### config.mk
export PLATFORM = sky130hd
export DESIGN_NAME = uart_tx_fifo
export DESIGN_NICKNAME = d
export VERILOG_FILES = /design/src/rtl/uart_tx_fifo.sv
export SDC_FILE = /design/constraint.sdc
export NUM_CORES = 1
export LEC_CHECK = 0
export CORE_ASPECT_RATIO = 1.75
export CORE_MARGIN = 4
export CORE_UTILIZATION = 55
export CTS_CLUSTER_SIZE = 14
export DETAILED_ROUTE_END_ITERATION = 6
export PLACE_DENSITY = 0.76
export SETUP_SLACK_MARGIN = 0.5
export SLEW_MARGIN = 10
export SYNTH_ARGS = -nofsm -noshare
export SYNTH_HDL_FRONTEND = slang
export SYNTH_SLANG_ARGS = --single-unit
### constraint.sdc
create_clock -name i_clk -period 2.7 [get_ports i_clk]
set_input_delay 0.27 -clock i_clk [delete_from_list [all_inputs] [get_ports i_clk]]
set_output_delay 0.27 -clock i_clk [all_outputs]
set_load 0.03 [all_outputs]
### src/rtl/uart_tx_fifo.sv
// UART transmitter with an integrated transmit FIFO and back-to-back framing.
// Optional line-break control is enabled by defining UART_TX_FIFO_BREAK_EN.
module uart_tx_fifo #(
  parameter int DATA_W     = 9,
  parameter int DEPTH_LOG2 = 4
) (
  input  logic                  i_clk,
  input  logic                  i_rst,
  input  logic                  i_ce,
  input  logic [DATA_W-1:0]     i_data,
  input  logic                  i_valid,
  output logic                  o_ready,
  input  logic [3:0]            i_length,
  input  logic                  i_stop2,
  input  logic                  i_parity,
  input  logic                  i_odd,
`ifdef UART_TX_FIFO_BREAK_EN
  input  logic                  i_break,
`endif
  output logic                  o_tx,
  output logic                  o_busy,
  output logic [DEPTH_LOG2:0]   o_level,
  output logic                  o_empty,
  output logic                  o_full
);
  localparam int DEPTH = 2**DEPTH_LOG2;
  localparam logic [4:0] MAX_CNT = 5'(DATA_W - 1);

  typedef enum logic [2:0] {
    S_IDLE   = 3'd0,
    S_START  = 3'd1,
    S_DATA   = 3'd2,
    S_PARITY = 3'd3,
    S_STOP2  = 3'd4,
    S_STOP   = 3'd5
  } state_t;

  state_t                state;
  logic [DATA_W-1:0]     mem [DEPTH];
  logic [DEPTH_LOG2-1:0] wr_ptr;
  logic [DEPTH_LOG2-1:0] rd_ptr;
  logic [DEPTH_LOG2:0]   count;
  logic [DATA_W-1:0]     shreg;
  logic [DATA_W-1:0]     head;
  logic [DATA_W-1:0]     act_mask;
  logic [4:0]            bit_cnt;
  logic [4:0]            cnt_load;
  logic                  stop2_q;
  logic                  parity_q;
  logic                  pbit_q;
  logic                  tx_q;
  logic                  brk;
  logic                  wr_en;
  logic                  pop;

`ifdef UART_TX_FIFO_BREAK_EN
  assign brk  = i_break;
  assign o_tx = tx_q & ~(i_break && state == S_IDLE);
`else
  assign brk  = 1'b0;
  assign o_tx = tx_q;
`endif

  // Write handshake: a word is accepted on any i_clk edge where i_valid && o_ready;
  // o_ready is simply !o_full, and a write offered while full is dropped.
  assign o_empty = (count == '0);
  assign o_full  = (count == (DEPTH_LOG2+1)'(DEPTH));
  assign o_ready = !o_full;
  assign o_level = count;
  assign o_busy  = (state != S_IDLE) || !o_empty;
  assign head    = mem[rd_ptr];
  assign wr_en   = i_valid && !o_full;
  assign pop     = i_ce && !o_empty && !brk && (state == S_IDLE || state == S_STOP);

  // Bit counter holds N-1; lengths beyond the word width clamp to DATA_W bits.
  assign cnt_load = ({1'b0, i_length} > MAX_CNT) ? MAX_CNT : {1'b0, i_length};

  always_comb begin
    act_mask = '0;
    for (int i = 0; i < DATA_W; i++) begin
      act_mask[i] = (5'(i) <= cnt_load);
    end
  end

  always_ff @(posedge i_clk) begin
    if (wr_en) mem[wr_ptr] <= i_data;
  end

  always_ff @(posedge i_clk) begin
    if (i_rst) begin
      wr_ptr <= '0;
      rd_ptr <= '0;
      count  <= '0;
    end else begin
      if (wr_en) wr_ptr <= wr_ptr + 1'b1;
      if (pop)   rd_ptr <= rd_ptr + 1'b1;
      if (wr_en && !pop)      count <= count + 1'b1;
      else if (pop && !wr_en) count <= count - 1'b1;
    end
  end

  // o_tx is registered on the i_ce edge that enters each state.
  always_ff @(posedge i_clk) begin
    if (i_rst) begin
      state    <= S_IDLE;
      tx_q     <= 1'b1;
      shreg    <= '0;
      bit_cnt  <= '0;
      stop2_q  <= 1'b0;
      parity_q <= 1'b0;
      pbit_q   <= 1'b0;
    end else if (i_ce) begin
      case (state)
        S_IDLE, S_STOP: begin
          if (pop) begin
            state    <= S_START;
            tx_q     <= 1'b0;
            shreg    <= head;
            bit_cnt  <= cnt_load;
            stop2_q  <= i_stop2;
            parity_q <= i_parity;
            pbit_q   <= (^(head & act_mask)) ^ i_odd;
          end else begin
            state <= S_IDLE;
            tx_q  <= 1'b1;
          end
        end
        S_START: begin
          state <= S_DATA;
          tx_q  <= shreg[0];
          shreg <= {1'b1, shreg[DATA_W-1:1]};
        end
        S_DATA: begin
          if (bit_cnt != 5'd0) begin
            tx_q    <= shreg[0];
            shreg   <= {1'b1, shreg[DATA_W-1:1]};
            bit_cnt <= bit_cnt - 5'd1;
          end else if (parity_q) begin
            state <= S_PARITY;
            tx_q  <= pbit_q;
          end else begin
            state <= stop2_q ? S_STOP2 : S_STOP;
            tx_q  <= 1'b1;
          end
        end
        S_PARITY: begin
          state <= stop2_q ? S_STOP2 : S_STOP;
          tx_q  <= 1'b1;
        end
        S_STOP2: begin
          state <= S_STOP;
          tx_q  <= 1'b1;
        end
        default: begin
          state <= S_IDLE;
          tx_q  <= 1'b1;
        end
      endcase
    end
  end
endmodule

== Word level (Yosys, flattened, before mapping) ==
Memories as Yosys holds them, arrays and structs flattened. A register that Yosys moved wholly into a read port is not among the register bits.
Cells that the tools add are included.
Word-level totals
  bits in writable memories: 144
  bits in registers: 34
  output and inout bits: 10
  bits in latches: 0
  ROM bits: 0
  memories kept: 1
  input bits: 20
  logic and storage cells: 83
Operators by class
  add/sub/neg operators: 5
  div/mod/pow operators: 0
  muxes and demuxes: 22
  magnitude comparators: 10
  equal/unequal tests: 9
  shift operators: 0
  bitwise logic cells: 2
  $mul: 0
  reduce and logical (&&, ||, !) cells: 24
Memory list
  mem: words 16, width 9, read ports 1, clocked after Yosys merged registers in 1, write ports 1, RTL line 39  | logic [DATA_W-1:0] mem [DEPTH];
Operators with widths (count)
  $pmux 9 s3: 1
  $mux 5: 4
  $mux 9: 2
  $le 3x4->1 const A: 4
  $pmux 3 s5: 1
  $mux 4: 3
  $pmux 5 s2: 1
  $sub 5x1->5 const B: 2
  $and 9x9->9: 1
  $reduce_xor 9->1: 1
  $add 4x1->4 const B: 2
  $le 1x4->1 const A: 2
  $le 2x4->1 const A: 2
  $reduce_and 4->1: 2
  $mux 1: 7
  $eq 3x2->1 const B: 2
  $eq 3x3->1 const B: 2
  $mux 3: 2
  $ne 2x2->1 const B: 3
  $reduce_bool 3->1: 2
  $add 5x1->5 const B: 1
  $eq 5x5->1 const B: 1
  $logic_and 1x1->1: 5
  $logic_not 5->1: 1
  13 further kinds: 18

== Longest topological paths before layout ==
  word-level depth: 7
  depth in mapped cells: 14
  mapped depth without buffers: 13

== Worst setup path before layout ==
Ideal clock, no wire load.
  path kind: register to register
  from: register count[0] (netlist: o_level[0])
  to: register count[4] (netlist: o_level[4])
  arrival time: 2993 ps
  path slack: -363 ps
  cell stages (with the launch flop): 13
  period minus slack after synthesis: 3063 ps
  data required time: 2629 ps
  cell sequence: dfxtp_1 -> nor4_1 -> nand2b_1 -> nand2_1 -> clkbuf_1 -> ha_1 -> inv_1 -> fa_1 -> a21o_1 -> a21oi_1 -> xnor2_1 -> or3_1 -> a21oi_1
On the way
  cells in the longest elaborated chain, start to end: 7
  elaborated cells between the ends (all ways): 16
RTL lines
  start: declaration: RTL line 42  | logic [DEPTH_LOG2:0] count;
  start signal: assignment: RTL line 97  | if (wr_en && !pop) count <= count + 1'b1;
  start signal: assignment: RTL line 98  | else if (pop && !wr_en) count <= count - 1'b1;
  branches (longest 7 deep; another with $sub 5x1->5)
Several ways; the timed one is not identified. The select of a mux whose other input is x is not followed.
A chain may end at the register's enable or synchronous reset.

==> results.toml <==
[timing]
rsz0062_at_grt = "yes"
post-route-period-util = 1.10
totalNegativeSetupSlack_ns = -0.277
fmax_mhz = 336
worst_slew_pin_slew_ns = 0.588
fin_ws_ns = -0.277
setup_violations = 1
slew_headroom = 0.607
finalHoldViolCount = 0
drv_slew = 0
fin_skew_ns = 0.0123
holdWs_ns = 0.475
min_period_ns = 2.98

[routing]
via_count = 4997
wl_per_cell_um = 21.9
dr_wl_met2_um = 10300
routed_wl_um = 18000
ant_nets = 0
wl_met3_um = 707
vias_per_cell = 6.09
wl_met1_um = 6330
drc = 0
drtPass1Iterations = 5
first_iter_violations = 354
highest_layer = "met4"

[global_route]
grt_first_pass_wirelength_um = 27900
antenna_found_initial = 0
track_usage = 0.229
grt_overflow_total = 0
grt_max_degree = 37
grt_pass1_vias = 5126

[critical_path]
cp-start-kind = "flop"
crit_required_ns = 3.03
worstSetupEndpoint = "pbit_q$_SDFFE_PP0P_"
ff2ff_path_depth = 7
path_buf_inv = 0
critPathKind = "flop to flop"
worstPathArrival_ns = 3.31
r2r-end = "pbit_q$_SDFFE_PP0P_"
worst_path_most_repeated_cell = "mux4_2"
crit_path_cell_trace = "mux4_2 > mux4_2 > or3_4 > a211oi_2 > and3b_1 > or4_1 > o311ai_1"
slowest_delay_ns = 0.55
crit_cells = 7
path_delay_family = "multiplexers"
cp_slowest_cell = "mux4_2"
end_kind = "flop"
crit_fanout = 6
reg2reg_slack_ns = -0.28

[layout]
area.growth.synth_to_final_pct = 20.8
fillers = 942
num_antenna_cells = 0
final_common_cell = "edfxtp_1"
final_cell_mix = "edfxtp_1, nor2_1, buf_4"
nNetsFinal = 663
drive_gt1_frac = 0.250
design_area_mm2 = 0.00944

[logic_synthesis]
ys_ff_latch = 182
synth_compound_area_frac = 0.0785
ys_types = 54
synthCells = 548
yosysSeqAreaShare = 0.651
ys_warn_count = 0
syn-num-nets = 579
async_reset_ff_frac = 0
syn_avg_cell_area_um2 = 14.3
syn_area_mm2 = 0.00781
synth_xor_xnor_area_share = 0.0143
synth_simple_gate_area_frac = 0.0868
synth-edff-count = 144
synthFlopType = "edfxtp_1"
synth_top_family_by_area = "multiplexers"
synth_mux_area_frac = 0.126
synth_fa_ha_area_frac = 0.0199

[hold_path]
hold_class = "flop to flop"

[clock_tree]
clk_pin_slew_worst_paths_ns = 0.07
cts_htree_levels = 4
insertion_delay_ns = 0.43
cts.path.max_buffers = 2
cts_tree = "done"
cts_inserted_buffers = 17
cts_root_buf = "clkbuf_16"
clkSinkCount = 182

[power_and_ir_drop]
clockPowerShare = 0.276
ir_drop_uv = 518
p_comb_frac = 0.342
p_sw_mw = 2.85
p_leak_nw = 3.28
p_int_mw = 6.12
power.density_mw_per_mm2 = 951
switching_share = 0.318
seq_power_share = 0.382

[floorplan]
dieArea_mm2 = 0.0162
coreArea_mm2 = 0.0139
die_x_um = 98.1
rows = 57
die_h_um = 166
ios = 30
initial_core_util = 0.562

[placed_design]
port_buffers = 29
dp_hpwl_um = 11900
placed_area_mm2 = 0.00867
gp_congestion = 0.984

[status]
violations = "negative setup slack"
status = "finished with violations"

[flow_run]
maxCapViolCount = 0
synth_stat cells, types with 2 or more instances:
master / instances / share of area
nor2_1: 72 / 0.035
ha_1: 10 / 0.016
a22o_1: 3 / 0.0034
buf_1: 3 / 0.0014
a211o_1: 2 / 0.0022
o21ai_0: 16 / 0.010
nand3_1: 6 / 0.0038
a211oi_1: 10 / 0.0096
and3b_1: 4 / 0.0045
a21o_1: 2 / 0.0019
or2_2: 2 / 0.0016
and2_1: 3 / 0.0024
nor2b_1: 9 / 0.0072
dfxtp_1: 38 / 0.097
a21oi_1: 25 / 0.016
buf_2: 5 / 0.0032
nor4_1: 2 / 0.0016
o31ai_1: 2 / 0.0019
mux2i_1: 35 / 0.045
o22ai_1: 5 / 0.0040
nand2b_1: 6 / 0.0048
buf_4: 3 / 0.0029
edfxtp_1: 144 / 0.55
or3_1: 2 / 0.0016
o211ai_1: 5 / 0.0048
clkbuf_1: 17 / 0.0082
inv_1: 14 / 0.0067
nor3_1: 11 / 0.0070
xnor2_1: 5 / 0.0056
xor2_1: 5 / 0.0056
o22a_1: 4 / 0.0045
mux4_2: 28 / 0.081
a31oi_1: 2 / 0.0016
a22oi_1: 6 / 0.0058
nand2_1: 21 / 0.010
o211a_1: 3 / 0.0038
routing by layer:
metal  GRT usage  vias to the layer above
met5           0                        -
met4       0.104                        0
met3      0.0434                       45
met2       0.427                      162
met1       0.245                     2536
li1            -                     2254
flip-flops by register name, indices dropped and copies added (netlist names), 3 cells and up, named ones only:
| register | flops |
|---|---|
| mem | 144 |
| rd_ptr | 4 |
| o_level | 5 |
| bit_cnt | 5 |
| shreg | 9 |
| state | 3 |
| wr_ptr | 4 |
worst min path at each step:
stage	startpoint	to	slack, ns	cells past startpoint
2_1_floorplan	i_data[0]	mem[0][0]$_DFFE_PP_	0.37	0
6_report	o_tx$_SDFFE_PP1P_	o_tx$_SDFFE_PP1P_	0.48	1
3_3_place_gp	o_tx$_SDFFE_PP1P_	o_tx$_SDFFE_PP1P_	0.45	1
5_1_grt	i_stop2	stop2_q$_SDFFE_PP0P_	0.48	3
4_1_cts	i_parity	parity_q$_SDFFE_PP0P_	0.46	3
3_5_place_dp	o_tx$_SDFFE_PP1P_	o_tx$_SDFFE_PP1P_	0.46	1
what timing repair did:
action,4_1_cts,5_1_grt
hold buffers,0,0
setup endpoints to repair,19,18
gates cloned,0,0
pin swaps,6,7
resized for setup,18,18
buffers inserted,7,4
worst register-to-register path, cell delays in order (launching register included):
cell	delay, ns
dfxtp_4	0.40
mux4_2	0.52
mux4_2	0.55
or3_4	0.40
a211oi_2	0.19
and3b_1	0.21
or4_1	0.39
o311ai_1	0.23
power groups by stage:
stage	clock network, mW	logic, mW	registers [mW]
finish	2.47	3.07	3.43
global route	2.65	3.33	3.45
CTS	2.52	2.97	3.42
detailed placement	0	2.80	3.48
global placement	0	2.71	3.47
floorplan	0	1.96	3.50
area by class of cell:
| class | instances | area [um^2] | share of cell area |
|---|---|---|---|
| Timing Repair Buffer | 94 | 805 | 0.0852 |
| Clock inverter | 14 | 166 | 0.0176 |
| Inverter | 14 | 57.6 | 0.00610 |
| Multi-Input combinational cell | 323 | 2660 | 0.282 |
| Sequential cell | 182 | 5100 | 0.541 |
| Tap cell | 177 | 221 | 0.0235 |
| Clock buffer | 17 | 425 | 0.0451 |
metrics by stage:
step | total power [mW] | setup WS [ns] | util | cells
after floorplan | 5.47 | -0.149 | - | 548
after global placement | 6.18 | -0.242 | 0.624 | 779
after detailed placement | 6.29 | -0.331 | 0.624 | 779
after CTS | 8.91 | -0.253 | 0.674 | 817
after global routing | 9.43 | -0.365 | 0.679 | 821
final | 8.97 | -0.277 | 0.679 | 821
cells by family after synthesis:
kind of cell    Yosys count
flops                   182
simple gates            145
compound gates           92
mux                      63
buf+inv                  43
fa+ha+maj                12
xor+xnor                 11
No activity file was read; power rests on OpenSTA's default activity.
